`src/rtl/score_ssd_display_pkg.sv`:
```
// Shared definitions for the score display: segment codes, converter states,
// and the double-dabble digit adjust step.
package score_ssd_display_pkg;

    localparam logic [6:0] SEG_0     = 7'b0000001;
    localparam logic [6:0] SEG_1     = 7'b1001111;
    localparam logic [6:0] SEG_2     = 7'b0010010;
    localparam logic [6:0] SEG_3     = 7'b0000110;
    localparam logic [6:0] SEG_4     = 7'b1001100;
    localparam logic [6:0] SEG_5     = 7'b0100100;
    localparam logic [6:0] SEG_6     = 7'b0100000;
    localparam logic [6:0] SEG_7     = 7'b0001111;
    localparam logic [6:0] SEG_8     = 7'b0000000;
    localparam logic [6:0] SEG_9     = 7'b0000100;
    localparam logic [6:0] SEG_BLANK = 7'b1111111;

    localparam logic [15:0] MAX_SHOWN = 16'd9999;

    typedef enum logic [1:0] {IDLE, SHIFT, DONE} bcd_state_e;

    function automatic logic [6:0] seg_encode(input logic [3:0] digit);
        logic [6:0] seg;
        case (digit)
            4'd0:    seg = SEG_0;
            4'd1:    seg = SEG_1;
            4'd2:    seg = SEG_2;
            4'd3:    seg = SEG_3;
            4'd4:    seg = SEG_4;
            4'd5:    seg = SEG_5;
            4'd6:    seg = SEG_6;
            4'd7:    seg = SEG_7;
            4'd8:    seg = SEG_8;
            4'd9:    seg = SEG_9;
            default: seg = SEG_BLANK;
        endcase
        return seg;
    endfunction

    // Pre-shift correction: any nibble >= 5 would overflow past 9 after doubling.
    function automatic logic [19:0] dd_adjust(input logic [19:0] bcd);
        logic [19:0] res;
        res = bcd;
        for (int k = 0; k < 5; k++) begin
            if (bcd[4*k +: 4] >= 4'd5) begin
                res[4*k +: 4] = bcd[4*k +: 4] + 4'd3;
            end
        end
        return res;
    endfunction

endpackage

```
`src/rtl/score_ssd_display_if.sv`:
```
// Score input and seven-segment outputs between the score producer and the display block.
interface score_ssd_display_if;
    logic [15:0] score;
    logic [3:0]  an;
    logic [6:0]  ssd;
    logic        dp;

    modport master (output score, input an, ssd, dp);
    modport slave  (input score, output an, ssd, dp);
endinterface

```
`src/rtl/score_ssd_display_bin2bcd_seq.sv`:
```
// Sequential 16-bit binary to 5-digit BCD converter, one double-dabble step per cycle.
module score_ssd_display_bin2bcd_seq
    import score_ssd_display_pkg::*;
(
    input  logic        clk,
    input  logic        reset,
    input  logic        start,
    input  logic [15:0] bin,
    output logic        busy,
    output logic        done,
    output logic [19:0] bcd
);

    bcd_state_e  r_state;
    logic [15:0] r_bin;
    logic [19:0] r_bcd;
    logic [3:0]  r_iter;
    logic        r_busy;
    logic        r_done;
    logic [19:0] w_adj;

    assign w_adj = dd_adjust(r_bcd);

    always_ff @(posedge clk) begin
        if (reset) begin
            r_state <= IDLE;
            r_bin   <= '0;
            r_bcd   <= '0;
            r_iter  <= '0;
            r_busy  <= 1'b0;
            r_done  <= 1'b0;
        end else begin
            case (r_state)
                IDLE: begin
                    r_done <= 1'b0;
                    if (start) begin
                        r_bin   <= bin;
                        r_bcd   <= '0;
                        r_iter  <= '0;
                        r_busy  <= 1'b1;
                        r_state <= SHIFT;
                    end
                end
                SHIFT: begin
                    // Top adjusted bit cannot be set for a 16-bit input, so it is dropped.
                    {r_bcd, r_bin} <= {w_adj[18:0], r_bin, 1'b0};
                    r_iter         <= r_iter + 4'd1;
                    if (r_iter == 4'd15) begin
                        r_done  <= 1'b1;
                        r_state <= DONE;
                    end
                end
                DONE: begin
                    r_done  <= 1'b0;
                    r_busy  <= 1'b0;
                    r_state <= IDLE;
                end
                default: r_state <= IDLE;
            endcase
        end
    end

    assign busy = r_busy;
    assign done = r_done;
    assign bcd  = r_bcd;

endmodule

```
`src/rtl/score_ssd_display.sv`:
```
// Score to BCD conversion, tear-free digit latch and 4-digit common-anode scan driver.
module score_ssd_display
    import score_ssd_display_pkg::*;
#(
    parameter int unsigned REFRESH_BITS  = 18,
    parameter bit          BLANK_LEADING = 1'b1
) (
    input  logic                 clk,
    input  logic                 reset,
    score_ssd_display_if.slave   disp
);

    localparam logic [REFRESH_BITS-1:0] SCAN_ONE = 1;

    logic [15:0]             r_last_score;
    logic [15:0]             r_digits;
    logic                    r_ovf;
    logic [REFRESH_BITS-1:0] r_scan;
    logic [3:0]              r_an;
    logic [6:0]              r_ssd;
    logic                    r_dp;

    logic        w_start;
    logic        w_busy;
    logic        w_done;
    logic [19:0] w_bcd;
    logic [1:0]  w_sel;
    logic [3:0]  w_dig [4];
    logic [3:0]  w_zero_up;
    logic        w_blank;
    logic [6:0]  w_seg;

    assign w_start = (disp.score != r_last_score) && !w_busy;

    score_ssd_display_bin2bcd_seq u_bin2bcd (
        .clk   (clk),
        .reset (reset),
        .start (w_start),
        .bin   (disp.score),
        .busy  (w_busy),
        .done  (w_done),
        .bcd   (w_bcd)
    );

    assign w_sel = r_scan[REFRESH_BITS-1 -: 2];

    // w_zero_up[k]: digit k and every digit above it are zero.
    always_comb begin
        for (int k = 0; k < 4; k++) begin
            w_dig[k] = r_digits[4*k +: 4];
        end
        w_zero_up[3] = (w_dig[3] == 4'd0);
        for (int k = 2; k >= 0; k--) begin
            w_zero_up[k] = (w_dig[k] == 4'd0) && w_zero_up[k+1];
        end
        w_blank = BLANK_LEADING && !r_ovf && (w_sel != 2'd0) && w_zero_up[w_sel];
        w_seg   = w_blank ? SEG_BLANK : seg_encode(w_dig[w_sel]);
    end

    always_ff @(posedge clk) begin
        if (reset) begin
            r_last_score <= 16'hFFFF;
            r_digits     <= '0;
            r_ovf        <= 1'b0;
            r_scan       <= '0;
            r_an         <= 4'b1111;
            r_ssd        <= SEG_BLANK;
            r_dp         <= 1'b1;
        end else begin
            if (w_start) begin
                r_last_score <= disp.score;
            end
            if (w_done) begin
                if (w_bcd[19:16] != 4'd0) begin
                    r_digits <= 16'h9999;
                    r_ovf    <= 1'b1;
                end else begin
                    r_digits <= w_bcd[15:0];
                    r_ovf    <= 1'b0;
                end
            end
            r_scan <= r_scan + SCAN_ONE;
            r_an   <= ~(4'b0001 << w_sel);
            r_ssd  <= w_seg;
            r_dp   <= ~(r_ovf && (w_sel == 2'd0));
        end
    end

    assign disp.an  = r_an;
    assign disp.ssd = r_ssd;
    assign disp.dp  = r_dp;

endmodule

```
`src/flat_wrapper.sv`:
```
// flat-port wrapper written by rule: the top's interface ports become plain ports
module score_ssd_display_flat import score_ssd_display_pkg::*;
#(
    parameter int unsigned REFRESH_BITS  = 18,
    parameter bit          BLANK_LEADING = 1'b1
)
  (clk, reset, disp_score, disp_an, disp_ssd, disp_dp);
  score_ssd_display_if disp_i ();
  input  logic clk;
  input  logic reset;
  input wire logic [$bits(disp_i.score)-1:0] disp_score;
  output wire logic [$bits(disp_i.an)-1:0] disp_an;
  output wire logic [$bits(disp_i.ssd)-1:0] disp_ssd;
  output wire logic [$bits(disp_i.dp)-1:0] disp_dp;
  assign disp_i.score = disp_score;
  assign disp_an = disp_i.an;
  assign disp_ssd = disp_i.ssd;
  assign disp_dp = disp_i.dp;
  score_ssd_display #(.REFRESH_BITS(REFRESH_BITS), .BLANK_LEADING(BLANK_LEADING)) u_core (.clk(clk), .reset(reset), .disp(disp_i));
endmodule
```
`config.mk`:
```
export PLATFORM = sky130hd
export DESIGN_NAME = score_ssd_display_flat
export DESIGN_NICKNAME = d
export VERILOG_FILES = /design/src/rtl/score_ssd_display_pkg.sv /design/src/rtl/score_ssd_display_if.sv /design/src/rtl/score_ssd_display_bin2bcd_seq.sv /design/src/rtl/score_ssd_display.sv /design/src/flat_wrapper.sv
export SDC_FILE = /design/constraint.sdc
export NUM_CORES = 1
export LEC_CHECK = 0
export BUFFER_PORTS_ARGS = -buffer_cell sky130_fd_sc_hd__buf_2
export CAP_MARGIN = 5
export CELL_PAD_IN_SITES_DETAIL_PLACEMENT = 1
export CELL_PAD_IN_SITES_GLOBAL_PLACEMENT = 1
export CORE_ASPECT_RATIO = 0.7
export CORE_MARGIN = 1
export CORE_UTILIZATION = 46
export DETAILED_ROUTE_END_ITERATION = 10
export GPL_TIMING_DRIVEN = 0
export PLACE_DENSITY_LB_ADDON = 0.2
export SETUP_SLACK_MARGIN = 0.3
export SYNTH_ARGS = -nofsm -noshare
export SYNTH_HDL_FRONTEND = slang
export SYNTH_SLANG_ARGS = --single-unit
```
`constraint.sdc`:
```
create_clock -name clk -period 2.4 [get_ports clk]
set_input_delay 0 -clock clk [delete_from_list [all_inputs] [get_ports clk]]
set_output_delay 0 -clock clk [all_outputs]
set_load 0.02 [all_outputs]
```
==> results.toml <==
[run_status]
status = "completed"

[clock_tree]
cts-hold-fix-buffers = 0
clkSlewWorstSetupHoldPaths_ns = 0.07
cts_tree = "done"
clkLatencyLatePin_ns = 0.35
clock_sinks = 107
h-tree-depth = 3
cts.path.max_buffers = 2
cts_setup_buffers = 0
clock-root-buffer = "clkbuf_16"
cts_made_buffers = 9

[yosys]
ys_ff_latch = 107
async_flop_share_pct = 0
synth_edf_count = 0
synth_cell_types = 45
synth_area_um2 = 5150
ys_seq_area_share_pct = 41.6
yosysWarnings = 0
synthFlopType = "dfxtp_1"
syn-num-nets = 635
syn_avg_cell_area_um2 = 8.62
synthCells = 598

[setup_path]
cp-end-kind = "register"
crit_arrival_ns = 2.27
path_max_fanout = 10
crit_required_ns = 2.68
crit_type = "reg -> reg"
worst_setup_path_start_kind = "register"

[sta]
fin_crit_ns = 1.99
final-setup-viol-count = 0
skew_ns = 0.00918
slew_headroom_pct = 54.0
tightest_slew_ns = 0.690
hold_viol_final = 0
finalMaxSlewViolations = 0
setup_tns_ns = 0
clock.fmax_ghz = 0.502
grt_setup_unrepaired = "false"
fin_crit_sh_pct = 83.0

[cells_and_area]
area_growth_pct = 12.6
drive_gt1_share_pct = 11.2
nNetsFinal = 674
post-route-util_pct = 54.6
final_cells = 790
stdcell_area_um2 = 5800
n_fill_cell = 1297
diodes = 0

[global_route]
overflow = 0
grt_pass1_wl_um = 23800
antenna_found_initial = 0
grt_usage_pct = 26.7
grt_pass1_vias = 4506
grt_max_degree = 17

[drt]
num_vias = 4517
drt_wl_total_um = 14500
route.detailed.drc = 0
wl_per_cell_um = 18.4
postRouteAntennaNets = 0
vias_per_cell = 5.72
dr.pass1.iters = 5
drt_iter0_drc = 287

[floorplanning]
num_rows = 31
ios = 30
initial_core_util_pct = 48.5
die-area_um2 = 11600
die_x_um = 129
core_um2 = 10600
dieHeight_um = 90.6

[worst_hold_path]
hold_class = "in -> reg"

[place]
hpwlAfterDp_um = 10700
post_dp_cell_area_um2 = 5480
numPlacedInstances = 774
routabilityCongestion = 0.864
io_buffer_count = 28

[pwr]
ir_worst_vdd_v = 0.000345
power_density_nw_per_um2 = 648
cellLeakagePower_uw = 0.00221
power_uw = 3760

[flow_run]
maxCapViolCount = 0
==> worst max-delay path: stages, from the launching register on <==
cell      delay, ns
dfxtp_1        0.31
inv_1          0.12
ha_1           0.21
nor4bb_4       0.51
clkbuf_1       0.46
a21oi_1        0.17
nor2_1         0.14
==> path summary, 6_finish.rpt <==
path	depth (start not counted)	startpoint	endpoint	slack, ns
max	6	u_core.u_bin2bcd.bcd[17]	u_core.r_digits[10]	0.41
min	4	disp_score[5]	u_core.r_last_score[5]	0.03
max reg2reg	6	u_core.u_bin2bcd.bcd[17]	u_core.r_digits[10]	0.41
min reg2reg	1	u_core.r_ovf	u_core.disp.dp	0.44
==> cell families after synthesis <==
logic type               count (synthesis)  synth area share (%)
AO/OA/AOI/OAI                          145                  19.2
XOR/XNOR                                36                  6.12
adder cells (fa/ha/maj)                 19                  4.61
buffers and inverters                   77                  6.55
flip-flops                             107                  41.6
multiplexers                             9                  2.74
AND/OR/NAND/NOR                        205                  19.2
==> layout make-up <==
class,count,area [µm²],share of cell area [%]
multi-input combinational,414,2700,46.5
sequential,107,2140,36.9
clock buffer,13,270,4.66
buffer,45,224,3.86
tap,148,185,3.19
timing repair buffer,28,140,2.41
inverter,32,120,2.07
clock inverter,3,21.3,0.366
==> flip-flops by register name (all words and copies together) (netlist names), 2 cells and up <==
register,flops
u_core.u_bin2bcd.r_iter,4
u_core.u_bin2bcd.r_state,2
u_core.u_bin2bcd.bcd,20
u_core.r_digits,16
u_core.disp.an,4
u_core.disp.ssd,7
u_core.r_last_score,16
u_core.r_scan,18
u_core.u_bin2bcd.r_bin,16
==> per-stage QoR <==
step	hold slack [ns]	setup WS, ns
after floorplan	0.224	0.616
after global placement	0.366	0.302
after detailed placement	0.389	0.140
after CTS	0.0238	0.360
after global routing	0.0474	0.305
final	0.0346	0.409
==> Yosys cell counts (17+ instances only) <==
library cell | number | area (µm²)
dfxtp_1 | 107 | 2140
o211ai_1 | 28 | 210
nor4_1 | 17 | 106
a211oi_1 | 19 | 143
ha_1 | 19 | 238
clkbuf_1 | 30 | 113
nand3_1 | 18 | 90.1
xnor2_1 | 28 | 245
inv_1 | 32 | 120
a21oi_1 | 35 | 175
nand2_1 | 33 | 124
nor2_1 | 81 | 304
==> metal layers <==
metal | share of wire, % | routed length [µm] | track usage, %
met1 | 51 | 7460 | 39.9
met2 | 42 | 6060 | 38.3
met3 | 6.0 | 867 | 6.04
met4 | 0.95 | 138 | 6.27
met5 | 0 | 0 | 0
==> power breakdown <==
group / switching, µW / internal [µW]
registers: 47.2 / 1850
logic: 256 / 153
clock network: 670 / 791
total: 973 / 2790
==> cell usage in the layout (no fill, tap or decap), types with 26 or more instances in the layout <==
master    instances
a21oi_1          35
buf_2            31
clkbuf_1         26
dfxtp_1         107
inv_1            31
nand2_1          33
nor2_1           81
o211ai_1         28
xnor2_1          28
==> timing repair <==
action,CTS,global route
gates resized for setup,1,13
endpoints found under the setup margin,10,40
hold endpoints to repair,0,0
No activity file was read; power rests on OpenSTA's default activity.
